<file path="src/rtl/mem_port_arbiter.sv">
// Shares one single-ported synchronous memory among NUM_CH valid/ready requesters.
// Read responses come back MEM_LAT cycles after issue, tagged to the issuing channel.
module mem_port_arbiter #(
  parameter int NUM_CH   = 2,
  parameter int ADDR_W   = 32,
  parameter int DATA_W   = 32,
  parameter int MEM_LAT  = 1,
  parameter int ARB_MODE = 0
) (
  input  logic                     clk,
  input  logic                     rst,
  input  logic [NUM_CH-1:0]        req_valid,
  input  logic [NUM_CH-1:0]        req_we,
  input  logic [NUM_CH*ADDR_W-1:0] req_addr,
  input  logic [NUM_CH*DATA_W-1:0] req_wdata,
  input  logic [NUM_CH*3-1:0]      req_funct3,
  output logic [NUM_CH-1:0]        req_ready,
  output logic [NUM_CH-1:0]        rsp_valid,
  output logic [DATA_W-1:0]        rsp_rdata,
  input  logic                     mem_ready,
  output logic                     mem_re,
  output logic                     mem_we,
  output logic [ADDR_W-1:0]        mem_addr,
  output logic [DATA_W-1:0]        mem_wdata,
  output logic [2:0]               mem_funct3,
  input  logic [DATA_W-1:0]        mem_rdata,
  output logic                     busy
);

  localparam int PTR_W = (NUM_CH > 1) ? $clog2(NUM_CH) : 1;
  localparam logic [PTR_W:0] NUM_CH_W = (PTR_W + 1)'(NUM_CH);

  logic [PTR_W-1:0]  r_rr_ptr;
  logic [MEM_LAT-1:0] r_stg_vld;
  logic [PTR_W-1:0]  r_stg_id [MEM_LAT];

  logic [ADDR_W-1:0] w_ch_addr   [NUM_CH];
  logic [DATA_W-1:0] w_ch_wdata  [NUM_CH];
  logic [2:0]        w_ch_funct3 [NUM_CH];

  logic [PTR_W-1:0]  w_start;
  logic [PTR_W-1:0]  w_sel;
  logic [PTR_W:0]    w_sum;
  logic              w_hit;
  logic              w_accept;
  logic              w_gnt_we;

  generate
    for (genvar gi = 0; gi < NUM_CH; gi++) begin : g_unpack
      assign w_ch_addr[gi]   = req_addr[gi*ADDR_W +: ADDR_W];
      assign w_ch_wdata[gi]  = req_wdata[gi*DATA_W +: DATA_W];
      assign w_ch_funct3[gi] = req_funct3[gi*3 +: 3];
    end
  endgenerate

  // Walk the channels from the highest offset down so the lowest offset from
  // the start point is the one left in w_sel.
  always_comb begin : p_search
    w_start = (ARB_MODE == 1) ? r_rr_ptr : '0;
    w_sel   = '0;
    w_hit   = 1'b0;
    w_sum   = '0;
    for (int k = NUM_CH - 1; k >= 0; k--) begin
      w_sum = {1'b0, w_start} + (PTR_W + 1)'(k);
      if (w_sum >= NUM_CH_W) begin
        w_sum = w_sum - NUM_CH_W;
      end
      if (req_valid[w_sum[PTR_W-1:0]]) begin
        w_sel = w_sum[PTR_W-1:0];
        w_hit = 1'b1;
      end
    end
  end

  assign w_accept = w_hit & mem_ready & ~rst;
  assign w_gnt_we = req_we[w_sel];

  generate
    for (genvar gi = 0; gi < NUM_CH; gi++) begin : g_grant
      assign req_ready[gi] = w_accept && (w_sel == PTR_W'(gi));
    end
  endgenerate

  assign mem_re     = w_accept & ~w_gnt_we;
  assign mem_we     = w_accept & w_gnt_we;
  assign mem_addr   = w_accept ? w_ch_addr[w_sel]   : '0;
  assign mem_wdata  = w_accept ? w_ch_wdata[w_sel]  : '0;
  assign mem_funct3 = w_accept ? w_ch_funct3[w_sel] : 3'b000;

  // The pointer only moves in round-robin mode and only with more than one channel.
  always_ff @(posedge clk or posedge rst) begin
    if (rst) begin
      r_rr_ptr <= '0;
    end else if (w_accept && (ARB_MODE == 1) && (NUM_CH > 1)) begin
      if (w_sel == PTR_W'(NUM_CH - 1)) begin
        r_rr_ptr <= '0;
      end else begin
        r_rr_ptr <= w_sel + PTR_W'(1);
      end
    end
  end

  // Read tracking advances unconditionally: memory latency is fixed once issued.
  always_ff @(posedge clk or posedge rst) begin
    if (rst) begin
      r_stg_vld <= '0;
      for (int s = 0; s < MEM_LAT; s++) begin
        r_stg_id[s] <= '0;
      end
    end else begin
      r_stg_vld[0] <= mem_re;
      r_stg_id[0]  <= w_sel;
      for (int s = 1; s < MEM_LAT; s++) begin
        r_stg_vld[s] <= r_stg_vld[s-1];
        r_stg_id[s]  <= r_stg_id[s-1];
      end
    end
  end

  generate
    for (genvar gi = 0; gi < NUM_CH; gi++) begin : g_rsp
      assign rsp_valid[gi] = r_stg_vld[MEM_LAT-1] && (r_stg_id[MEM_LAT-1] == PTR_W'(gi));
    end
  endgenerate

  assign rsp_rdata = r_stg_vld[MEM_LAT-1] ? mem_rdata : '0;
  assign busy      = |r_stg_vld;

endmodule

</file>
<file path="config.mk">
export PLATFORM = sky130hd
export DESIGN_NAME = mem_port_arbiter
export DESIGN_NICKNAME = d
export VERILOG_FILES = /design/src/rtl/mem_port_arbiter.sv
export SDC_FILE = /design/constraint.sdc
export NUM_CORES = 1
export LEC_CHECK = 0
export CAP_MARGIN = 10
export CORE_AREA = 2 2 109 111
export CTS_CLUSTER_DIAMETER = 200
export DETAILED_ROUTE_END_ITERATION = 8
export DIE_AREA = 0 0 111 113
export SKIP_LAST_GASP = 1
export SYNTH_ARGS = -nofsm -noshare
export SYNTH_HDL_FRONTEND = slang
export SYNTH_SLANG_ARGS = --single-unit
export TNS_END_PERCENT = 5
</file>
<file path="constraint.sdc">
create_clock -name clk -period 0.9 [get_ports clk]
set_input_delay 0.135 -clock clk [delete_from_list [all_inputs] [get_ports clk]]
set_output_delay 0.135 -clock clk [all_outputs]
set_load 0.005 [all_outputs]
</file>
==> flow_summary.ini <==
[floorplanning]
die_area_mm2 = 0.0125
dieHeight_um = 113
io_pins = 279
row_count = 39
initial_utilization_pct = 14.6
fp.coreArea_mm2 = 0.0113
die_w_um = 111

[route]
drc = 0
route.met3.wl_mm = 1.23
postRouteAntennaNets = 0
vias = 3260
wl_met1_mm = 4.58
firstDrtPassIters = 6
post_drt_via_cell_ratio = 4.55
drt-wirelength-per-cell_um = 17.2
drt_iter0_drc = 123
wirelength_mm = 12.3
met2RoutedLength_mm = 6.23
top_layer = met4

[clocking]
clockBufferDepth = 2
htreeDepth = 1
clock-sinks = 2
cts_tree = done
root_buffer = clkbuf_16
cts_buffers = 3
clk_pin_slew_ns = 0.03

[cells_and_area]
final_area_mm2 = 0.00530
diodes = 0
num-nets-final = 749
drive_above_1_share_pct = 15.0
syn_to_final_growth_pct = 223

[placed_design]
gp_congestion = 0.782
portBuffers = 278
dp_hpwl_mm = 7.88
pre_cts_ws_ns = -0.952
place_area_mm2 = 0.00452

[synth]
synth_cell_types = 14
netlist_top_cells_area = nand3b_1 31%, a21oi_1 21%, nand2_1 16%, and2_1 13%, buf_6 4.8%
synth_common_cells = 69 x a21oi_1, 68 x nand2_1, 68 x nand3b_1, 33 x and2_1, 14 x buf_2
yosysTopAreaCell = nand3b_1
synth_edf_count = 0
ys.flop_type = dfrtp_1
avgSynthCellArea_um2 = 5.82
synth_nets = 455
synth_area_mm2 = 0.00164
ys_seq_elements = 2
synth_top_area_share_pct = 31.1
ys_seq_area_share_pct = 3.05
synth-async-reset-ratio_pct = 100
syn_inst = 282
yosysMostFrequentCell = a21oi_1
yosys_warnings = 0

[setup_path]
crit_arrival_ns = 1.33
crit_path_max_fanout = 5
critPathCaptureType = output pin
setup.worst_path.start_class = flip-flop
cp.required_ns = 0.76
crit_type = flip-flop to output pin

[run_status]
violations = negative setup slack
outcome = finished with violations

[job]
max-cap-violations = 0

[global_routing]
grt_usage_pct = 15.7
grt_antenna_before_repair = 0
grt_pass1_vias = 3105
grt_pass1_wl_mm = 15.8
grt_max_degree = 60
grt_overflow = 0

[timing]
rsz0062_at_grt = true
finalCritPeriodShare_pct = 163
relSlewSlack_pct = 86.5
clock.fmax_mhz = 682
final_hold_viol_count = 0
setup_viol = 107
fin_ws_ns = -0.567
timing.hold.ws_ns = 0.199
maxSlewViolCount = 0
fin_crit_ns = 1.47
worst_pin_slew_ns = 0.202
fin_tns_setup_ns = -36.53

[power_and_ir_drop]
power_frac_clock_pct = 25.8
power_frac_seq_pct = 3.9
power.internal_mw = 1.90
peakVddDrop_v = 0.000338
p_leak_nw = 3.25
comb_power_share_pct = 70.3
power_density_mw_per_mm2 = 494
p_sw_uw = 713
p_sw_share_pct = 27.2

[hold_path]
hold_path_class = input pin to flip-flop
-- cells by family (layout without fill, tap and decap cells) --
kind of cell    after synthesis  count (layout)  synth area share [%]
compound gates               69              69                  21.0
simple gates                176             176                  62.0
buf+inv                      35             327                  13.9
flops                         2               2                  3.05
-- cell type report --
class | count | area (um2)
inverters | 1 | 3.75
well taps | 143 | 179
fillers | 1120 | 5970
flip-flops and latches | 2 | 51.3
multi-input cells | 245 | 1420
clock buffers | 3 | 75.1
repair buffers | 323 | 3570
-- placed cells by master, fill, tap and decap left out --
cell	n
a21oi_1	60
a21oi_2	9
and2_1	26
and2_4	7
and3_1	1
buf_12	6
buf_16	3
buf_2	8
buf_4	10
buf_6	22
buf_8	2
bufbuf_16	1
clkbuf_16	10
clkbuf_2	6
clkdlybuf4s50_1	164
dfrtp_1	1
dfrtp_2	1
dlygate4sd2_1	22
dlygate4sd3_1	1
dlymetal6s2s_1	71
inv_1	1
nand2_1	68
nand2b_1	1
nand2b_4	1
nand3b_1	68
nor2b_1	3
or3b_1	1
-- metal layers --
| layer | up-vias | track usage [%] |
|---|---|---|
| met5 | - | 0 |
| met3 | 20 | 4.34 |
| li1 | 1539 | - |
| met4 | 0 | 5.25 |
| met1 | 1490 | 17.4 |
| met2 | 211 | 29.1 |
-- power groups by stage --
stage	sequential [mW]	combinational (mW)	clock, mW
floorplan	0.0984	0.487	0
global placement	0.0985	1.60	0
detailed placement	0.0986	1.61	0
CTS	0.0977	1.69	0.690
global route	0.102	1.97	0.697
finish	0.102	1.84	0.676
-- sequential cells by signal, summed over array words and instances (netlist names) --
signal,cells
busy,1
r_stg_id,1
-- worst max-delay path, cell delays in order, from the launching register on --
cell	delay [ns]
dfrtp_2	0.47
buf_6	0.15
clkbuf_16	0.14
buf_6	0.12
and2_4	0.13
buf_6	0.10
-- worst paths after layout --
| kind | from | to | depth (start not counted) |
|---|---|---|---|
| max in group asynchronous | rst | busy | 4 |
| worst min-delay path | req_valid[0] | r_stg_id | 2 |
| min in group asynchronous | rst | busy | 4 |
| worst max-delay path | busy | rsp_rdata[3] | 5 |
-- stage by stage --
stage / cells / power [mW] / utilization [%]
after CTS: 693 / 2.48 / 41.9
after floorplan: 282 / 0.585 / -
after detailed placement: 681 / 1.71 / 40.1
after global routing: 717 / 2.77 / 47.0
final: 717 / 2.62 / 47.0
after global placement: 681 / 1.70 / 40.1
-- repair_timing --
action                                  4_1_cts  5_1_grt
gates cloned                                  3        9
pin swaps                                     1        6
resized for setup                            62      141
endpoints found under the setup margin      107      107
hold buffers                                  1        0
buffers inserted                              5       15
hold endpoints to repair                      2        0
Note: power is estimated with default switching activity, not from simulation.
